### src/rtl/frogger_pkg.sv
// Grid geometry, FSM state and move-direction encodings shared by the frog
// motion controller and the display stage.
package frogger_pkg;

    localparam int GRID_SIZE = 32;
    localparam int GRID_COLS = 20;
    localparam int GRID_ROWS = 15;
    localparam int START_COL = 9;
    localparam int START_ROW = 14;

    typedef enum logic {
        PLAY = 1'b0,
        WIN  = 1'b1
    } frog_state_t;

    typedef enum logic [1:0] {
        DIR_UP    = 2'd0,
        DIR_DOWN  = 2'd1,
        DIR_LEFT  = 2'd2,
        DIR_RIGHT = 2'd3
    } dir_t;

endpackage

### src/rtl/button_debounce.sv
// Raw button -> 2-FF sync -> debounced level -> one-cycle rising-edge pulse.
// Latency 2 + DEBOUNCE_CYCLES + 1 cycles from raw edge to sampled pulse; no backpressure.
module button_debounce #(
    parameter int DEBOUNCE_CYCLES = 250000
) (
    input  logic i_Clk,
    input  logic i_Rst_L,
    input  logic i_Btn,
    output logic o_Press
);

    localparam int CW = $clog2(DEBOUNCE_CYCLES + 1);

    logic          sync_q1;
    logic          sync_q2;
    logic          level;
    logic          level_q;
    logic [CW-1:0] cnt;

    always_ff @(posedge i_Clk or negedge i_Rst_L) begin
        if (!i_Rst_L) begin
            sync_q1 <= 1'b0;
            sync_q2 <= 1'b0;
            level   <= 1'b0;
            level_q <= 1'b0;
            cnt     <= '0;
        end else begin
            sync_q1 <= i_Btn;
            sync_q2 <= sync_q1;
            level_q <= level;
            // Any sample agreeing with the accepted level restarts the count.
            if (sync_q2 == level) begin
                cnt <= '0;
            end else if (cnt == CW'(DEBOUNCE_CYCLES - 1)) begin
                cnt   <= '0;
                level <= ~level;
            end else begin
                cnt <= cnt + CW'(1);
            end
        end
    end

    assign o_Press = level & ~level_q;

endmodule

### src/rtl/frog_motion_ctrl.sv
// Buttons -> pending move -> grid position committed on frame ticks, with a timed win/respawn.
// Outputs update one cycle after i_Frame_Tick only; extra presses are dropped while a move is pending.
module frog_motion_ctrl #(
    parameter int DEBOUNCE_CYCLES = 250000,
    parameter int GRID_SIZE       = frogger_pkg::GRID_SIZE,
    parameter int GRID_COLS       = frogger_pkg::GRID_COLS,
    parameter int GRID_ROWS       = frogger_pkg::GRID_ROWS,
    parameter int START_COL       = frogger_pkg::START_COL,
    parameter int START_ROW       = frogger_pkg::START_ROW,
    parameter int WIN_HOLD_FRAMES = 60
) (
    input  logic       i_Clk,
    input  logic       i_Rst_L,
    input  logic       i_Up,
    input  logic       i_Down,
    input  logic       i_Left,
    input  logic       i_Right,
    input  logic       i_Frame_Tick,
    output logic [9:0] o_Frog_X,
    output logic [9:0] o_Frog_Y,
    output logic       o_Win,
    output logic [3:0] o_Win_Count
);

    import frogger_pkg::*;

    localparam int FCW = (WIN_HOLD_FRAMES < 2) ? 1 : $clog2(WIN_HOLD_FRAMES + 1);

    logic [3:0]     press;
    logic           press_vld;
    dir_t           press_dir;

    frog_state_t    state;
    logic [4:0]     col;
    logic [3:0]     row;
    logic           pend_vld;
    dir_t           pend_dir;
    logic [FCW-1:0] frame_cnt;

    logic [4:0]     tgt_col;
    logic [3:0]     tgt_row;
    logic           tgt_ok;

    button_debounce #(.DEBOUNCE_CYCLES(DEBOUNCE_CYCLES)) u_db_up (
        .i_Clk(i_Clk), .i_Rst_L(i_Rst_L), .i_Btn(i_Up), .o_Press(press[0])
    );
    button_debounce #(.DEBOUNCE_CYCLES(DEBOUNCE_CYCLES)) u_db_down (
        .i_Clk(i_Clk), .i_Rst_L(i_Rst_L), .i_Btn(i_Down), .o_Press(press[1])
    );
    button_debounce #(.DEBOUNCE_CYCLES(DEBOUNCE_CYCLES)) u_db_left (
        .i_Clk(i_Clk), .i_Rst_L(i_Rst_L), .i_Btn(i_Left), .o_Press(press[2])
    );
    button_debounce #(.DEBOUNCE_CYCLES(DEBOUNCE_CYCLES)) u_db_right (
        .i_Clk(i_Clk), .i_Rst_L(i_Rst_L), .i_Btn(i_Right), .o_Press(press[3])
    );

    always_comb begin
        press_vld = |press;
        if (press[0])      press_dir = DIR_UP;
        else if (press[1]) press_dir = DIR_DOWN;
        else if (press[2]) press_dir = DIR_LEFT;
        else               press_dir = DIR_RIGHT;

        tgt_col = col;
        tgt_row = row;
        tgt_ok  = 1'b0;
        case (pend_dir)
            DIR_UP: begin
                tgt_row = row - 4'd1;
                tgt_ok  = (row != 4'd0);
            end
            DIR_DOWN: begin
                tgt_row = row + 4'd1;
                tgt_ok  = (int'(row) < GRID_ROWS - 1);
            end
            DIR_LEFT: begin
                tgt_col = col - 5'd1;
                tgt_ok  = (col != 5'd0);
            end
            DIR_RIGHT: begin
                tgt_col = col + 5'd1;
                tgt_ok  = (int'(col) < GRID_COLS - 1);
            end
            default: tgt_ok = 1'b0;
        endcase
    end

    always_ff @(posedge i_Clk or negedge i_Rst_L) begin
        if (!i_Rst_L) begin
            state       <= PLAY;
            col         <= 5'(START_COL);
            row         <= 4'(START_ROW);
            pend_vld    <= 1'b0;
            pend_dir    <= DIR_UP;
            frame_cnt   <= '0;
            o_Frog_X    <= 10'(START_COL * GRID_SIZE);
            o_Frog_Y    <= 10'(START_ROW * GRID_SIZE);
            o_Win       <= 1'b0;
            o_Win_Count <= 4'd0;
        end else begin
            case (state)
                PLAY: begin
                    if (i_Frame_Tick && pend_vld) begin
                        // A press landing on the consuming tick becomes the next pending move.
                        pend_vld <= press_vld;
                        pend_dir <= press_dir;
                        if (tgt_ok) begin
                            col      <= tgt_col;
                            row      <= tgt_row;
                            o_Frog_X <= 10'(int'(tgt_col) * GRID_SIZE);
                            o_Frog_Y <= 10'(int'(tgt_row) * GRID_SIZE);
                            if (tgt_row == 4'd0) begin
                                state       <= WIN;
                                o_Win       <= 1'b1;
                                o_Win_Count <= o_Win_Count + 4'd1;
                                frame_cnt   <= FCW'(WIN_HOLD_FRAMES);
                                pend_vld    <= 1'b0;
                            end
                        end
                    end else if (press_vld && !pend_vld) begin
                        pend_vld <= 1'b1;
                        pend_dir <= press_dir;
                    end
                end
                WIN: begin
                    pend_vld <= 1'b0;
                    if (i_Frame_Tick) begin
                        frame_cnt <= frame_cnt - FCW'(1);
                        if (frame_cnt == FCW'(1)) begin
                            state    <= PLAY;
                            col      <= 5'(START_COL);
                            row      <= 4'(START_ROW);
                            o_Frog_X <= 10'(START_COL * GRID_SIZE);
                            o_Frog_Y <= 10'(START_ROW * GRID_SIZE);
                            o_Win    <= 1'b0;
                        end
                    end
                end
                default: state <= PLAY;
            endcase
        end
    end

endmodule

### config.mk
export PLATFORM = sky130hd
export DESIGN_NAME = frog_motion_ctrl
export DESIGN_NICKNAME = d
export VERILOG_FILES = /design/src/rtl/frogger_pkg.sv /design/src/rtl/button_debounce.sv /design/src/rtl/frog_motion_ctrl.sv
export SDC_FILE = /design/constraint.sdc
export NUM_CORES = 1
export LEC_CHECK = 0
export CAP_MARGIN = 20
export CORE_MARGIN = 8
export CORE_UTILIZATION = 45
export CTS_CLUSTER_SIZE = 16
export DETAILED_ROUTE_END_ITERATION = 10
export PLACE_DENSITY = 0.64
export SKIP_LAST_GASP = 1
export SLEW_MARGIN = 0
export SYNTH_ARGS = -nofsm -noshare
export SYNTH_HDL_FRONTEND = slang
export SYNTH_SLANG_ARGS = --single-unit
### constraint.sdc
create_clock -name i_Clk -period 5.1 [get_ports i_Clk]
set_input_delay 0.765 -clock i_Clk [delete_from_list [all_inputs] [get_ports i_Clk]]
set_output_delay 0.765 -clock i_Clk [all_outputs]
set_load 0.02 [all_outputs]
==> summary.md, run 1 <==
| Metric | Value |
|---|---|
| Clk_lat worst skew | 0.35 ns |
| Synth warn | 0 |
| Sequential cell area | between 2000 and 3000 um2 |
| Clk root buf | clkbuf_16 |
| # IOs | 32 |
| Post-Route WL | around 9900 um |
| # placed instances | between 700 and 800 |
| Sw frac | between 20% and 30% |
| Share of cells above drive strength 1 | under 10% |
| Crit-path slowest cell | or3_1 |
| Critical-path maximum fanout | 12 |
| Post-Syn Area | 5545 um2 |
| Crit path arrival time | 3.24 ns |
| EDFF count, synth | 0 |
| Post-cts sizing count | 0 |
| CP delay by family, top | simple AND/OR/NAND/NOR gates |
| Die ar. | approximately 16000 um2 |
| NetSw | ~580 uW |
| Largest net degree at the start of global routing | 78 |
| # fillers | approximately 1100 |
| Core box area | around 12000 um2 |
| ANT cells | 0 |
| Nets | between 500 and 600 |
| Slew margin rel. | 36.22% |
| Via density per instance | 5.256 |
| Ranking of synthesized cells by area | dfrtp_1 (48%), xor2_1 (6.3%), nor2_1 (6.3%) |
| Crit-path cells | nand2b_1 > ha_1 > or2_2 > and2_0 > o311a_1 > or3_1 > mux2_4 |
| Final std cells w/o fill | around 720 |
| Final hold violation count | 0 |
| Crit share post-route | roughly three fifths |
| Pre-CTS setup slack | about 2.1 ns |
| Avg Inst Size Synth | 9.974 um2 |
| Seq pwr share | 48.3% |
| Syn Inst Count | 556 |
| Post-synth top area share | 48.29% |
| Min-Delay Path Class | reg -> reg |
| Int Pwr | 1.523 mW |
| CP startpoint kind | register |
| Critical path class | reg -> reg |
| Initial antenna violation count | 0 |
| Post-synth top area cell | dfrtp_1 |
| Ys flop type | dfrtp_1 |
| R2r startpoint | pend_dir[1]$_DFFE_PN0P_ |
| Hold_buf cts | 0 |
| Multi-input logic area | about 2600 um2 |
| Post-CTS Setup Inserts | 0 |
| Die Y | between 100 and 150 um |
| CTS Buf Count | 9 |
| Pwr Density | about 340 nW/um2 |
| Setup violators final | 0 |
| Total Routing Usage GR | about an eighth |
| GPL Wtd Cong | approximately 0.8 |
| Crit path from | pend_dir[1]$_DFFE_PN0P_ |
| CP bufs+invs | 0 |
| Placed cell area | slightly below 6000 um2 |
| Vias | between 3000 and 4000 |
| Gate power share | between 10% and 20% |
| Drt drc | 0 |
| Max clock buf depth | 2 |
| Vias in the first global route | 3800 |
| Site row count | 40 |
| Design area | around 6100 um2 |
| Yosys cell types | 54 |
| Area Growth Syn to Fin | 10.83% |
| Register bit count reported by yosys | ~110 |
| Setup TNS | 0 ns |
| Data required time of the critical path | roughly 5.3 ns |
| Post-DP HPWL | 6861 um |
| Total power | ~2.1 mW |
| Number of routed nets with antenna violations | 0 |
| CTS tree | built |
| Grt total ovfl | 0 |
| Slowest stage delay, CP | 0.52 ns |
| Clock Skews | approximately 0.0088 ns |
| Drt pass-1 iters | 4 |
| WL per Instance | 13.76 um |
| Initial Util | approximately 46% |
| Worst-path clk slew | 0.08 ns |
| Htree depth | 3 |
| Clk network pwr share | a little over a third |
| Port buffer count | 20 |
| Final worst path period need | ~3 ns |
| Peak supply drop | about 0.00015 V |
| Worst-margin pin slew | between 0.9 and 1 ns |
| DIE WIDTH | about 130 um |
| Sequential area share after synthesis | about half |
| CTS sink cnt | ~110 |
| Detailed Route Iter0 Violations | just under 200 |
| Fraction of registers with async set/reset | 100.0% |
| PnR worst setup slack | between 2 and 2.5 ns |
| Hold wc startpoint | u_db_left.sync_q1$_DFF_PN0_ |
| Max Slew Vio Count | 0 |
| RSZ-0062 raised after global routing | no |
| Run status | finished, final reports clean |
| Max-cap violations | 0 |
| Achievable Freq | roughly 0.33 GHz |
| First-pass GRT wire length | approximately 18000 um |
| Crit. End Element | register |
| P_leak | between 2 and 3 nW |
-- cell type report --
| class | count | share of cell area (%) |
|---|---|---|
| flip-flops and latches | 112 | 45.70 |
| multi-input cells | 411 | 41.59 |
| clock buffers | 9 | 3.664 |
| repair buffers | 21 | 3.339 |
| well taps | 147 | 2.993 |
| clock inverters | 7 | 1.730 |
| inverters | 16 | 0.9772 |
-- state kept, by name (all words and copies together) (netlist names), 2 cells and up --
signal	cells
u_db_right.cnt	18
o_Frog_Y	4
u_db_left.cnt	18
o_Win_Count	4
u_db_up.cnt	18
col	5
frame_cnt	6
pend_dir	2
u_db_down.cnt	18
-- cells in the final DEF (no fill, tap or decap), types with 13 or more instances in the layout --
master             n
xnor2_1           32
nand3_1           37
dfrtp_1          107
nor2_1            93
nand2_1           36
xor2_1            40
o21ai_0           13
inv_1             15
a21oi_1           19
clkdlybuf4s50_1   19
-- cells in the mapped netlist (2+ instances only) --
| master | number |
|---|---|
| buf_6 | 2 |
| nor2_1 | 93 |
| or2_2 | 2 |
| a211o_1 | 2 |
| buf_1 | 2 |
| dfstp_2 | 5 |
| buf_4 | 11 |
| clkbuf_1 | 12 |
| nor4bb_1 | 2 |
| nand3_1 | 37 |
| mux2i_1 | 4 |
| ha_1 | 12 |
| o21bai_1 | 2 |
| a211oi_1 | 2 |
| nor3_1 | 6 |
| a21o_1 | 4 |
| inv_1 | 15 |
| xnor2_1 | 32 |
| nand2b_1 | 8 |
| nor4_1 | 8 |
| o21ai_0 | 13 |
| nor2b_1 | 6 |
| mux2_2 | 5 |
| or3_1 | 6 |
| fa_1 | 2 |
| nand3b_1 | 3 |
| nor4b_1 | 4 |
| nand4_1 | 12 |
| o31a_1 | 2 |
| nand2_1 | 36 |
| and3_1 | 12 |
| a21oi_1 | 19 |
| and4_1 | 8 |
| dfrtp_1 | 107 |
| a2bb2oi_1 | 2 |
| xor2_1 | 40 |
-- kinds of logic after synthesis --
logic type,after synthesis,synth area share (%)
fa+ha+maj,14,3.430
mux,10,2.008
flops,112,50.65
other cells,1,0.06762
buf+inv,43,3.926
xor+xnor,72,11.37
compound gates,54,6.115
simple gates,250,22.43
-- routing by layer --
metal	vias up	share of wire [%]	global-route usage [%]
met5	-	0	0
met4	0	1.8	5.668
met3	16	3.6	2.953
met2	49	46	21.53
met1	1832	48	16.52
li1	1903	-	-
-- power by group through the flow --
stage          Sequential (mW)  Combinational [mW]  Clock (mW)
2_1_floorplan             1.03               0.223           0
3_3_place_gp              1.03               0.309           0
3_5_place_dp              1.03               0.322           0
4_1_cts                   1.02               0.323       0.796
5_1_grt                   1.03               0.360       0.825
6_report                  1.02               0.319       0.767
-- worst register-to-register path, stage by stage, from the launching register on --
cell and delay, ns:
dfrtp_1 0.51, nand2b_1 0.27, ha_1 0.36, or2_2 0.35, and2_0 0.17, o311a_1 0.37, or3_1 0.52, mux2_4 0.34
-- final timing paths --
check                                                   end  slack [ns]  depth (start not counted)
worst max-delay path             o_Win_Count[1]$_DFFE_PN0P_        2.10                          7
worst min-delay path            u_db_left.sync_q2$_DFF_PN0_        0.35                          0
worst max register to register   o_Win_Count[1]$_DFFE_PN0P_        2.10                          7
worst min register to register  u_db_left.sync_q2$_DFF_PN0_        0.35                          0
max in group asynchronous           o_Frog_Y[7]$_DFFE_PN1P_        3.47                          2
min in group asynchronous       u_db_down.cnt[11]$_DFF_PN0_        0.56                          1
-- per-stage QoR --
step	utilization [%]	hold slack, ns
2_1_floorplan	-	0.3312
3_3_place_gp	48.41	0.3347
5_1_grt	51.17	0.3568
4_1_cts	51.17	0.3520
6_report	51.17	0.3502
3_5_place_dp	48.41	0.3347
Power figures use the tool's default switching activity.
==> inputs of run 2 (changes only) <==
Settings changed: PLACE_DENSITY 0.64 to 0.66.
Clock period 5.1 ns to 2.5 ns, I/O delays scaled along.
==> summary.md, run 2 (synthesized netlist as in run 1, its figures left out) <==
| Metric | Value |
|---|---|
| Run status | finished with violations |
| Failing checks | hold timing, setup timing |
| Worst-margin pin slew | 0.6940 ns (-0.2627 ns) |
| ANT cells | 0 (unchanged) |
| # IOs | 32 (unchanged) |
| Crit share post-route | 100.6% (+42 points) |
| Most common cell after layout, fill and taps aside | dfrtp_1 |
| Grt total ovfl | 0 (unchanged) |
| Number of routed nets with antenna violations | 0 (unchanged) |
| Area Growth Syn to Fin | 13.45% |
| Vias in the first global route | 3802 (+0.053%) |
| Max Slew Vio Count | 0 (unchanged) |
| WL per Instance | 13.84 um (+0.56%) |
| Peak supply drop | 0.0003921 V (+160%) |
| CP startpoint kind | register |
| Crit path arrival time | 2.75 ns (-0.49 ns) |
| Setup violators final | 1 (+1) |
| Final worst path period need | 2.515 ns (-0.4821 ns) |
| Detailed Route Iter0 Violations | 282 (+43%) |
| NetSw | 1.158 mW (+100%) |
| DIE WIDTH | 127.0 um (unchanged) |
| Via density per instance | 5.353 (+1.8%) |
| # placed instances | 719 (+1.7%) |
| Crit. End Element | register |
| Max-cap violations | 0 (unchanged) |
| Vias | 3929 (+3.4%) |
| Die Y | 127.0 um (unchanged) |
| Sw frac | 26.95% (-0.56 points) |
| Site row count | 40 (unchanged) |
| CTS Buf Count | 9 (unchanged) |
| Die ar. | 16130 um2 (unchanged) |
| Htree depth | 3 (unchanged) |
| Clock Skews | 0.007813 ns (-0.0009699 ns) |
| Clk_lat worst skew | 0.34 ns (about the same) |
| Slew margin rel. | 53.73% (+18 points) |
| Final hold violation count | 19 (+19) |
| Largest net degree at the start of global routing | 56 (-28%) |
| Initial antenna violation count | 0 (unchanged) |
| Core box area | 12010 um2 (unchanged) |
| Post-DP HPWL | 7067 um (+3.0%) |
| Hold WS | -0.01488 ns (-0.3650 ns) |
| Clk root buf | clkbuf_16 |
| First-pass GRT wire length | 17860 um (+1.1%) |
| Int Pwr | 3.141 mW (+110%) |
| Pwr Density | 683.4 nW/um2 (+100%) |
| Setup TNS | -0.01482 ns (-0.01482 ns) |
| Achievable Freq | 0.3976 GHz (+19%) |
| Worst-path clk slew | 0.07 ns (about the same) |
| Drt pass-1 iters | 6 (+2) |
| Seq pwr share | 47.6% (-0.7 points) |
| CTS tree | built |
| Nets | 604 (+2.0%) |
| Final std cells w/o fill | 734 (+1.5%) |
| Total Routing Usage GR | 13.30% (+0.11 points) |
| Clk network pwr share | 34.2% (-2.3 points) |
| P_leak | 2.747 nW (+2.7%) |
| Most frequent cells in the layout | dfrtp_1 (107), nor2_1 (93), xor2_1 (40) |
| CTS sink cnt | 112 (unchanged) |
| Post-CTS Setup Inserts | 0 (unchanged) |
| GPL Wtd Cong | 0.8063 (+0.76%) |
| Initial Util | 46.17% (unchanged) |
| Port buffer count | 20 (unchanged) |
| Min-Delay Path Class | in -> async |
| PnR worst setup slack | -0.01482 ns (-2.118 ns) |
| Pre-CTS setup slack | -0.04696 ns (-2.164 ns) |
| Data required time of the critical path | 2.73 ns (-2.61 ns) |
| Critical path class | reg -> reg |
| Gate power share | 18.1% (+2.9 points) |
| Post-Route WL | 10160 um (+2.1%) |
| Critical-path maximum fanout | 4 (-8) |
| Final core occ | 52.38% (+1.2 points) |
| Share of cells above drive strength 1 | 9.199% (+2.9 points) |
| Max clock buf depth | 2 (unchanged) |
| RSZ-0062 raised after global routing | yes |
| Drt drc | 0 (unchanged) |
## run 2: cell count changes in the layout (fill, tap and decap cells not counted), moves of 2 or more
cell      change
ha_1          -2
buf_4        +11
clkbuf_8      +3
ha_4          +2
## run 2: cell type report
class                           count  area [um2]
Inverter                           16       60.06
Multi-Input combinational cell    411        2623
Sequential cell                   112        2809
Clock inverter                      2       37.54
Tap cell                          147       183.9
Fill cell                        1028        5720
Clock buffer                       13       270.3
Timing Repair Buffer               33       307.8
## run 2: path summary, 6_finish.rpt
kind                                            from                         end  slack (ns)  cells after the start
min reg2reg                u_db_up.sync_q1$_DFF_PN0_   u_db_up.sync_q2$_DFF_PN0_        0.35                      0
max in group asynchronous                    i_Rst_L          col[0]$_DFFE_PN1P_        1.79                      2
min                                          i_Rst_L  u_db_down.cnt[2]$_DFF_PN0_       -0.01                      1
min in group i_Clk         u_db_up.sync_q1$_DFF_PN0_   u_db_up.sync_q2$_DFF_PN0_        0.35                      0
max                          o_Frog_Y[6]$_DFFE_PN1P_  o_Win_Count[1]$_DFFE_PN0P_       -0.01                      6
max reg2reg                  o_Frog_Y[6]$_DFFE_PN1P_  o_Win_Count[1]$_DFFE_PN0P_       -0.01                      6
## run 2: power groups by stage
stage | Sequential, mW | Combinational [mW] | Clock, mW
finish | 2.05 | 0.780 | 1.47
global placement | 2.07 | 0.722 | 0
detailed placement | 2.08 | 0.750 | 0
floorplan | 2.10 | 0.467 | 0
CTS | 2.04 | 0.761 | 1.52
global route | 2.06 | 0.877 | 1.58
## run 2: through the flow
| stage | instance area, um2 | power [mW] |
|---|---|---|
| 2_1_floorplan | 5617 | 2.572 |
| 3_3_place_gp | 5939 | 2.791 |
| 3_5_place_dp | 5939 | 2.827 |
| 4_1_cts | 6254 | 4.321 |
| 5_1_grt | 6291 | 4.522 |
| 6_report | 6291 | 4.299 |
## run 2: critical path, stage by stage, from the launching register on
cell and delay (ns):
dfstp_2 0.59, ha_4 0.21, a211o_1 0.34, and2_4 0.16, o311a_4 0.38, or3_4 0.43, mux2_4 0.30
## run 2: per-layer routing
metal  GRT usage, %  wire length (um)  vias to the layer above
met5              0                 0                        -
met4          5.318               164                        0
met3          2.621               349                       13
met2          21.15              4733                       52
met1          17.50              4908                     1940
li1               -                 -                     1924
## run 2: repair_timing
item	in CTS	in global routing
hold buffers	0	0
resized for setup	2	6
setup endpoints to repair	6	9
pin swaps	0	4
==> inputs of run 3 (changes only) <==
Settings changed: CELL_PAD_IN_SITES_DETAIL_PLACEMENT set to 1, CELL_PAD_IN_SITES_GLOBAL_PLACEMENT set to 1, CORE_UTILIZATION 45 to 42, PLACE_DENSITY 0.66 to 0.76.
==> summary.md, run 3 (synthesized netlist as in run 1, its figures left out) <==
| Metric | Value |
|---|---|
| CTS sink cnt | 112 (unchanged) |
| Die Y | 130.9 um (+3.1%) |
| M3 GR Usage | 2.679% (+0.058 points) |
| Slew margin rel. | 60.43% (+6.7 points) |
| Data required time of the critical path | 2.74 ns (about the same) |
| Htree depth | 3 (unchanged) |
| ANT cells | 0 (unchanged) |
| Nets | 608 (+0.66%) |
| Die ar. | 17140 um2 (+6.2%) |
| WL per Instance | 16.26 um (+18%) |
| Peak supply drop | 0.0003385 V (-14%) |
| CP bufs+invs | 0 (unchanged) |
| Max Slew Vio Count | 0 (unchanged) |
| Seq pwr share | 45.1% (-2.5 points) |
| Final worst path period need | 2.566 ns (+0.05139 ns) |
| Min-Delay Path Class | in -> async |
| Gate power share | 18.8% (+0.7 points) |
| Max clock buf depth | 2 (unchanged) |
| Int Pwr | 3.280 mW (+4.4%) |
| Port buffer count | 20 (unchanged) |
| Total Routing Usage GR | 15.97% (+2.7 points) |
| Most common cell after layout, fill and taps aside | dfrtp_1 |
| Failing checks | setup timing |
| Post-DP HPWL | 8723 um (+23%) |
| Critical path class | reg -> reg |
| CP startpoint kind | register |
| Detailed Route Iter0 Violations | 153 (-46%) |
| Grt total ovfl | 0 (unchanged) |
| Clk_lat worst skew | 0.35 ns (about the same) |
| Worst-margin pin slew | 0.5935 ns (-0.1005 ns) |
| Final core occ | 48.95% (-3.4 points) |
| RSZ-0062 raised after global routing | yes |
| Largest net degree at the start of global routing | 44 (-21%) |
| Hold WS | 0.02444 ns (+0.03932 ns) |
| Clock Skews | 0.009295 ns (+0.001482 ns) |
| PnR worst setup slack | -0.06620 ns (-0.05139 ns) |
| Crit path arrival time | 2.81 ns (+0.06 ns) |
| Crit. End Element | register |
| Worst-path clk slew | 0.07 ns (about the same) |
| GR peak layer | met2 |
| CP delay by family, top | simple AND/OR/NAND/NOR gates |
| Crit-path slowest cell | dfstp_2 |
| Critical-path maximum fanout | 4 (unchanged) |
| Vias in the first global route | 4404 (+16%) |
| NetSw | 1.258 mW (+8.6%) |
| GPL Wtd Cong | 0.7759 (-3.8%) |
| Met1 Use GR | 18.74% (+1.2 points) |
| Achievable Freq | 0.3897 GHz (-2.0%) |
| # fillers | 1460 (+42%) |
| Site row count | 42 (+5.0%) |
| Drt drc | 0 (unchanged) |
| Initial Util | 42.38% (-3.8 points) |
| Crit share post-route | 102.6% (+2.1 points) |
| Sw frac | 27.72% (+0.78 points) |
| Number of routed nets with antenna violations | 0 (unchanged) |
| Final hold violation count | 0 (-19) |
| Drt pass-1 iters | 5 (-1) |
| Run status | finished with violations |
| Most frequent cells in the layout | dfrtp_1 (107), nor2_1 (92), xor2_1 (40) |
| Setup violators final | 5 (+4) |
| Clk root buf | clkbuf_16 |
| # IOs | 32 (unchanged) |
| Hold_buf cts | 0 (unchanged) |
| Share of cells above drive strength 1 | 10.47% (+1.3 points) |
| CTS tree | built |
| Post-Route WL | 12490 um (+23%) |
| P_leak | 2.791 nW (+1.6%) |
| Core box area | 13090 um2 (+8.9%) |
| Initial antenna violation count | 0 (unchanged) |
| Setup TNS | -0.1394 ns (-0.1246 ns) |
| Met2 GRT Util | 28.22% (+7.1 points) |
| First-pass GRT wire length | 21540 um (+21%) |
| Vias | 4075 (+3.7%) |
| Slowest stage delay, CP | 0.56 ns (-0.03 ns) |
| Clk network pwr share | 36.1% (+1.9 points) |
| Total power | 4.538 mW (+5.5%) |
| DIE WIDTH | 130.9 um (+3.1%) |
| Max-cap violations | 0 (unchanged) |
| Area Growth Syn to Fin | 15.50% |
| CTS Buf Count | 9 (unchanged) |
| Via density per instance | 5.306 (-0.88%) |
| Pwr Density | 708.5 nW/um2 (+3.7%) |
| Crit-path cells | fa_2 > nor2_2 > nand3b_1 > o311a_4 > or3_4 > mux2_4 |
## run 3: cell types whose count changed in the layout (fill, tap and decap cells not counted), moves of 2 or more
cell       delta
buf_4         +4
clkbuf_8      -3
bufinv_16     +2
clkinv_2      +2
## run 3: routing by layer
metal	part of all wire, %	vias up
met3	2.6	12
met2	52	38
met4	1.7	0
met1	44	2096
met5	0	-
li1	-	1929
## run 3: area by class of cell
cell class | instances | area (um2) | area share, %
clock buffers | 10 | 229.0 | 3.575
clock inverters | 6 | 107.6 | 1.680
inverters | 16 | 60.06 | 0.9377
multi-input cells | 411 | 2641 | 41.24
flip-flops and latches | 112 | 2809 | 43.86
well taps | 176 | 220.2 | 3.438
repair buffers | 37 | 337.8 | 5.274
## run 3: worst reg2reg max path: cells and delay by family, from the launching register on
family                     cells  cell delay (ns)
AOI/OAI and AO/OA              1             0.41
DFF                            1             0.56
and+or+nand+nor                3             0.68
adders and majority gates      1             0.49
muxes                          1             0.31
## run 3: power by group through the flow
stage / sequential, mW / clock, mW / combinational, mW
after floorplan: 2.10 / 0 / 0.467
after global placement: 2.07 / 0 / 0.734
after detailed placement: 2.08 / 0 / 0.782
after global routing: 2.06 / 1.73 / 0.943
final: 2.05 / 1.64 / 0.853
after CTS: 2.05 / 1.68 / 0.800
## run 3: final timing paths
path | cells after the start | startpoint | slack (ns) | end
hold / removal | 1 | i_Rst_L | 0.02 | u_db_up.cnt[9]$_DFF_PN0_
setup reg to reg | 6 | o_Frog_Y[6]$_DFFE_PN1P_ | -0.07 | o_Win_Count[1]$_DFFE_PN0P_
hold reg to reg | 0 | u_db_up.sync_q1$_DFF_PN0_ | 0.36 | u_db_up.sync_q2$_DFF_PN0_
min in group i_Clk | 0 | u_db_up.sync_q1$_DFF_PN0_ | 0.36 | u_db_up.sync_q2$_DFF_PN0_
setup / recovery | 6 | o_Frog_Y[6]$_DFFE_PN1P_ | -0.07 | o_Win_Count[1]$_DFFE_PN0P_
max in group asynchronous | 2 | i_Rst_L | 1.76 | col[0]$_DFFE_PN1P_
## run 3: repair_timing
action / CTS / global route
setup endpoints to repair: 7 / 14
gates resized for setup: 1 / 11
pin swaps: 2 / 3
setup buffers: 1 / 1
## run 3: metrics by stage
stage,area [um2],cells,setup WS (ns)
6_report,6405,768,-0.06620
5_1_grt,6405,768,-0.1346
4_1_cts,6340,767,-0.02998
3_5_place_dp,5991,750,-0.05266
3_3_place_gp,5991,750,0.008143
2_1_floorplan,5617,566,-0.1194
